`src/rtl/score_pkg.sv`:
```
// score_pkg
//   Constants and types shared by the score display producer and the score
//   plotter. Glyph geometry fixes the bitmap layout: bit 30d+6r+c holds
//   digit d (0 = leftmost), row r (0 = top), column c (0 = leftmost).
package score_pkg;

  localparam int GLYPH_W    = 6;
  localparam int GLYPH_H    = 5;
  localparam int NUM_DIGITS = 3;
  localparam int BITMAP_W   = GLYPH_W * GLYPH_H * NUM_DIGITS;  // 90

  typedef logic [2:0] colour_t;

  localparam colour_t COLOUR_WHITE = 3'b111;
  localparam colour_t COLOUR_BLACK = 3'b000;

  // Raster position of the pixel currently presented. Field widths cover
  // r 0..4, c 0..5, d 0..2 and sub-pixel offsets 0..3 (SCALE up to 4).
  typedef struct packed {
    logic [2:0] r;
    logic [1:0] sy;
    logic [1:0] d;
    logic [2:0] c;
    logic [1:0] sx;
  } raster_pos_t;

  // Bitmap bit that drives glyph cell (d, r, c).
  function automatic logic [6:0] glyph_bit(input logic [1:0] d,
                                           input logic [2:0] r,
                                           input logic [2:0] c);
    glyph_bit = 7'(GLYPH_W * GLYPH_H) * {5'b0, d}
              + 7'(GLYPH_W) * {4'b0, r}
              + {4'b0, c};
  endfunction

endpackage

```
`src/rtl/score_raster_counter.sv`:
```
// score_raster_counter
//   Five nested raster counters that walk the score region one pixel per
//   enable. Nesting, outermost to innermost: r, sy, d, c, sx.
//
//   Ports
//     clk    system clock
//     rst    asynchronous active-high reset, all counters to 0
//     clear  synchronous clear of all counters (start of a new draw)
//     en     advance by one pixel (pixel accepted)
//     pos    current raster position
//     last   position is the final pixel of the region
module score_raster_counter
  import score_pkg::*;
#(
  parameter int SCALE = 1
) (
  input  logic        clk,
  input  logic        rst,
  input  logic        clear,
  input  logic        en,
  output raster_pos_t pos,
  output logic        last
);

  localparam logic [1:0] S_MAX = 2'(SCALE - 1);
  localparam logic [2:0] C_MAX = 3'(GLYPH_W - 1);
  localparam logic [1:0] D_MAX = 2'(NUM_DIGITS - 1);
  localparam logic [2:0] R_MAX = 3'(GLYPH_H - 1);

  logic sx_wrap;
  logic c_wrap;
  logic d_wrap;
  logic sy_wrap;
  logic r_wrap;

  assign sx_wrap = (pos.sx == S_MAX);
  assign c_wrap  = (pos.c  == C_MAX);
  assign d_wrap  = (pos.d  == D_MAX);
  assign sy_wrap = (pos.sy == S_MAX);
  assign r_wrap  = (pos.r  == R_MAX);

  assign last = sx_wrap && c_wrap && d_wrap && sy_wrap && r_wrap;

  // Each inner counter wrapping carries into the next outer one.
  always_ff @(posedge clk or posedge rst) begin
    if (rst) begin
      pos <= '0;
    end else if (clear) begin
      pos <= '0;
    end else if (en) begin
      if (!sx_wrap) begin
        pos.sx <= pos.sx + 2'd1;
      end else begin
        pos.sx <= '0;
        if (!c_wrap) begin
          pos.c <= pos.c + 3'd1;
        end else begin
          pos.c <= '0;
          if (!d_wrap) begin
            pos.d <= pos.d + 2'd1;
          end else begin
            pos.d <= '0;
            if (!sy_wrap) begin
              pos.sy <= pos.sy + 2'd1;
            end else begin
              pos.sy <= '0;
              if (!r_wrap) begin
                pos.r <= pos.r + 3'd1;
              end else begin
                pos.r <= '0;
              end
            end
          end
        end
      end
    end
  end

endmodule

```
`src/rtl/score_plotter.sv`:
```
// score_plotter
//   Serial raster plotter for the three-digit score. On start it snapshots
//   the 90-bit glyph bitmap and writes the 18x5 cell region (each cell a
//   SCALE x SCALE block) to the VGA adapter, one pixel per accepted cycle.
//   Set bits are drawn in FG and clear bits in BG, so a redraw erases the
//   previous score.
//
//   Handshake: plot is the valid, plot_ready the ready. A pixel transfers on
//   every rising edge where plot = 1 and plot_ready = 1. While plot_ready is
//   low, x/y/colour/plot hold. plot never waits on plot_ready and no output
//   depends combinationally on plot_ready.
//
//   Ports
//     clk, reset   clock, asynchronous active-high reset
//     start        draw request, sampled only while idle
//     bitmap       glyph bits, bit 30d+6r+c
//     plot_ready   adapter accepts the current pixel
//     busy         draw in progress
//     done         one-cycle pulse after the last pixel is accepted
//     x, y, colour pixel presented to the adapter
//     plot         pixel valid
//     dbg_state    FSM state (0 = IDLE, 1 = DRAW)
module score_plotter
  import score_pkg::*;
#(
  parameter int      X0    = 8,
  parameter int      Y0    = 2,
  parameter int      SCALE = 1,
  parameter colour_t FG    = 3'b111,
  parameter colour_t BG    = 3'b000
) (
  input  logic                clk,
  input  logic                reset,
  input  logic                start,
  input  logic [BITMAP_W-1:0] bitmap,
  input  logic                plot_ready,
  output logic                busy,
  output logic                done,
  output logic [7:0]          x,
  output logic [6:0]          y,
  output logic [2:0]          colour,
  output logic                plot,
  output logic                dbg_state
);

  if ((SCALE < 1) || (SCALE > 4)) begin : g_bad_scale
    $error("score_plotter: SCALE must be in 1..4");
  end

  localparam logic ST_IDLE = 1'b0;
  localparam logic ST_DRAW = 1'b1;

  logic                state;
  logic [BITMAP_W-1:0] snapshot;
  logic                launch;
  logic                accept;
  logic                last;
  raster_pos_t         pos;
  logic [7:0]          x_calc;
  logic [6:0]          y_calc;
  logic [6:0]          bit_sel;

  assign launch = (state == ST_IDLE) && start;
  assign accept = (state == ST_DRAW) && plot_ready;

  score_raster_counter #(
    .SCALE (SCALE)
  ) u_counter (
    .clk   (clk),
    .rst   (reset),
    .clear (launch),
    .en    (accept),
    .pos   (pos),
    .last  (last)
  );

  // FSM, snapshot and done pulse. The snapshot is only loaded on launch so
  // a bitmap update mid-draw cannot tear the displayed score.
  always_ff @(posedge clk or posedge reset) begin
    if (reset) begin
      state    <= ST_IDLE;
      snapshot <= '0;
      done     <= 1'b0;
    end else begin
      done <= 1'b0;
      case (state)
        ST_IDLE: begin
          if (start) begin
            state    <= ST_DRAW;
            snapshot <= bitmap;
          end
        end
        ST_DRAW: begin
          if (accept && last) begin
            state <= ST_IDLE;
            done  <= 1'b1;
          end
        end
        default: state <= ST_IDLE;
      endcase
    end
  end

  // Pixel coordinates. Only the low 8 (x) and 7 (y) bits of the sums reach
  // the ports and the region never exceeds the screen, so the sums are
  // formed directly at port width; modular arithmetic gives the same bits.
  assign x_calc = 8'(X0)
                + 8'(GLYPH_W * SCALE) * {6'b0, pos.d}
                + 8'(SCALE) * {5'b0, pos.c}
                + {6'b0, pos.sx};

  assign y_calc = 7'(Y0)
                + 7'(SCALE) * {4'b0, pos.r}
                + {5'b0, pos.sy};

  assign bit_sel = glyph_bit(pos.d, pos.r, pos.c);

  // Outputs decode registered state only. Outside a draw they sit at the
  // reset values so the adapter sees a quiet bus.
  assign busy      = (state == ST_DRAW);
  assign plot      = busy;
  assign dbg_state = state;
  assign x         = busy ? x_calc : 8'd0;
  assign y         = busy ? y_calc : 7'd0;
  assign colour    = (busy && snapshot[bit_sel]) ? FG : BG;

endmodule

```
`config.mk`:
```
export PLATFORM = sky130hd
export DESIGN_NAME = score_plotter
export DESIGN_NICKNAME = d
export VERILOG_FILES = /design/src/rtl/score_pkg.sv /design/src/rtl/score_raster_counter.sv /design/src/rtl/score_plotter.sv
export SDC_FILE = /design/constraint.sdc
export NUM_CORES = 1
export LEC_CHECK = 0
export CELL_PAD_IN_SITES_DETAIL_PLACEMENT = 1
export CELL_PAD_IN_SITES_GLOBAL_PLACEMENT = 1
export CORE_MARGIN = 2
export CORE_UTILIZATION = 45
export CTS_BUF_LIST = sky130_fd_sc_hd__clkbuf_16
export DETAILED_ROUTE_END_ITERATION = 12
export PLACE_DENSITY_LB_ADDON = 0.1
export RECOVER_POWER = 25
export SYNTH_ARGS = -nofsm -noshare
export SYNTH_HDL_FRONTEND = slang
export SYNTH_HIERARCHICAL = 1
export SYNTH_SLANG_ARGS = --single-unit
```
`constraint.sdc`:
```
create_clock -name clk -period 7.85 [get_ports clk]
set_input_delay 0.785 -clock clk [delete_from_list [all_inputs] [get_ports clk]]
set_output_delay 0.785 -clock clk [all_outputs]
set_load 0.01 [all_outputs]
```
==> flow_summary.json <==
{
  "outcome": "finished with violations",
  "violations": "capacitance limit, slew limit",
  "first_iter_violations": 134,
  "vias": 3683,
  "synth_edf_count": 0,
  "antenna_left": 0,
  "grt.overflow.total": 0,
  "grt_start_max_net_pins": 85,
  "ctsResizeCount": 0,
  "finalCritPeriodShare_pct": 74.76,
  "power.leakage_uw": 0.003155,
  "tightest_slew_ps": 4252,
  "drc": 0,
  "dp_hpwl_um": 9588,
  "die_w_um": 116.9,
  "cap_violations": 3,
  "yosysMostFrequentCell": "dfrtp_1",
  "n_fill_cell": 1297,
  "grt_pass1_wl_um": 21270,
  "yosysSeqAreaShare_pct": 45.34,
  "crit_type": "reg2out",
  "hold_buffers": 0,
  "startpoint_type": "register",
  "grt_setup_unrepaired": "no",
  "slew_headroom_pct": -183.5,
  "synth.avg_cell_area_um2": 13.54,
  "yosysTopAreaCell": "dfrtp_1",
  "fp-row-count": 41,
  "drt_wl_total_um": 13150,
  "synthCells": 424,
  "crit_chain": "inv_1 -> ha_1 -> inv_1 -> fa_1 -> inv_1 -> ha_1 -> inv_1 -> fa_1 -> a2111oi_0 -> a311oi_1 -> a2111oi_0 -> o41ai_1 -> clkdlybuf4s50_1",
  "place_congestion": 0.7501,
  "start_util_pct": 45.86,
  "yosysTopAreaCellShare_pct": 45.34,
  "path_clk_slew_ps": 70,
  "ys_ff_latch": 104,
  "cellPowerDensity_nw_per_um2": 314.4,
  "grt_usage_pct": 20.97,
  "cts_buffer_depth": 2,
  "cp_slowest_cell": "fa_1",
  "period_minus_slack_ps": 5869,
  "cp_top_family": "adder cells",
  "synth_flop_cell": "dfrtp_1",
  "cts_tree": "yes",
  "yosys-top-cells-area": "dfrtp_1, mux2_2, mux4_1",
  "ioPinCount": 116,
  "cts.sinks": 104,
  "cts_buffers": 9,
  "final_area_um2": 7177,
  "io_buffers": 110,
  "synth_top_cells_by_count": "dfrtp_1, mux2_2, ha_1, inv_1, mux4_1",
  "die_h_um": 116.9,
  "cts_max_level": 3,
  "max_clock_freq_ghz": 0.1704,
  "setup_viol": 0,
  "synth_cell_types": 47,
  "timing.final.ws_setup_ps": 1981,
  "crit_buf_inv": 5,
  "ys_warn_count": 6,
  "end_kind": "output pin",
  "nets": 653,
  "wire_per_inst_um": 18.84,
  "skew_ps": 9.666,
  "grt_pass1_vias": 4133,
  "cp_common_cell": "inv_1",
  "crit_required_ps": 7070,
  "placed_area_um2": 6923,
  "synth_area_um2": 5741,
  "finalHoldViolations": 0,
  "critPathMaxFanout": 14,
  "drive_gt1_share_pct": 22.81,
  "root_buffer": "clkbuf_16",
  "place_ws_ps": 2322,
  "peakVddDrop_uv": 146.4,
  "core_area_um2": 12520,
  "synthToLayoutAreaGrowth_pct": 25.02,
  "dr.pass1.iters": 5,
  "slowest_delay_ps": 860,
  "dieArea_um2": 13680,
  "async_flop_share_pct": 100.0,
  "crit_arrival_ps": 5080,
  "grt_antenna_before_repair": 0,
  "clock_latency_ps": 350,
  "drt-vias-per-instance": 5.277,
  "antenna_cells_inserted": 0,
  "setup_tns_ps": 0,
  "timing.final.max_slew_violations": 135,
  "hp-class": "reg2reg",
  "post_cts_buffers": 0
}
## flip-flops by register name, summed over array words and instances (netlist names)
register and cells:
done 1, busy 1, snapshot 90, u_counter/pos 12
## path summary, 6_finish.rpt
path / from / end / slack, ps / cells after the start
max in group asynchronous: reset / snapshot[81]$_DFFE_PP0P_ / 2450 / 3
hold / removal: snapshot[37]$_DFFE_PP0P_ / snapshot[37]$_DFFE_PP0P_ / 500 / 1
setup / recovery: u_counter/pos[5]$_DFFE_PP0P_ / colour[0] / 1980 / 13
setup reg to reg: busy$_DFF_PP0_ / snapshot[5]$_DFFE_PP0P_ / 4280 / 3
hold reg to reg: snapshot[37]$_DFFE_PP0P_ / snapshot[37]$_DFFE_PP0P_ / 500 / 1
min in group asynchronous: reset / u_counter/pos[7]$_DFFE_PP0P_ / 970 / 2
## cell type report
type	instances	area (µm²)	area share (%)
multi-input combinational	264	2858	39.82
sequential	104	2603	36.26
timing repair buffer	113	1120	15.60
clock buffer	9	225.2	3.138
tap	172	215.2	2.999
inverter	30	113.9	1.586
clock inverter	6	42.54	0.5927
## per-layer routing
layer | GRT usage (%) | wire length (µm) | vias up
li1 | - | - | 1698
met1 | 24.78 | 5366 | 1878
met2 | 37.11 | 7019 | 94
met3 | 6.797 | 634 | 13
met4 | 5.333 | 132 | 0
met5 | 0 | 0 | -
## metrics by stage
stage	util (%)	total power, µW	cells	hold slack (ps)
2_1_floorplan	-	1481	428	472.0
3_3_place_gp	55.31	1824	683	481.3
3_5_place_dp	55.31	1862	683	490.7
4_1_cts	57.45	2297	698	507.6
5_1_grt	57.34	2410	698	519.8
6_report	57.34	2256	698	501.4
## where the power goes
group / total (µW) / switching (µW) / internal [µW]
Sequential: 697 / 95.2 / 602
Clock: 421 / 207 / 215
Combinational: 1140 / 522 / 616
Total: 2260 / 824 / 1430
## layout by cell type (no fill, tap or decap), types with 3 or more instances in the layout
cell / count
dlygate4sd3_1: 3
a21o_1: 4
dfrtp_1: 104
nand3_1: 3
mux2_2: 91
xnor2_1: 7
mux4_2: 8
nand3b_1: 4
clkdlybuf4s50_1: 107
mux2i_1: 9
nand2b_1: 6
ha_1: 30
nand2_1: 9
inv_1: 29
clkbuf_16: 9
mux4_1: 15
a21oi_1: 11
fa_1: 7
and2_1: 7
nor2_1: 8
o21ai_0: 6
conb_1: 5
nor2b_1: 7
## cell families (layout without fill, tap and decap cells)
kind of cell	Yosys count	count (layout)	synth area share (%)
AOI/OAI and AO/OA	31	31	3.379
and+or+nand+nor	61	61	6.604
muxes	123	123	29.42
DFF	104	104	45.34
buffers and inverters	60	158	5.144
other	1	5	0.06533
xor gates and xnor gates	7	7	1.068
adders and majority gates	37	37	8.980
(Power assumes the default switching activity.)
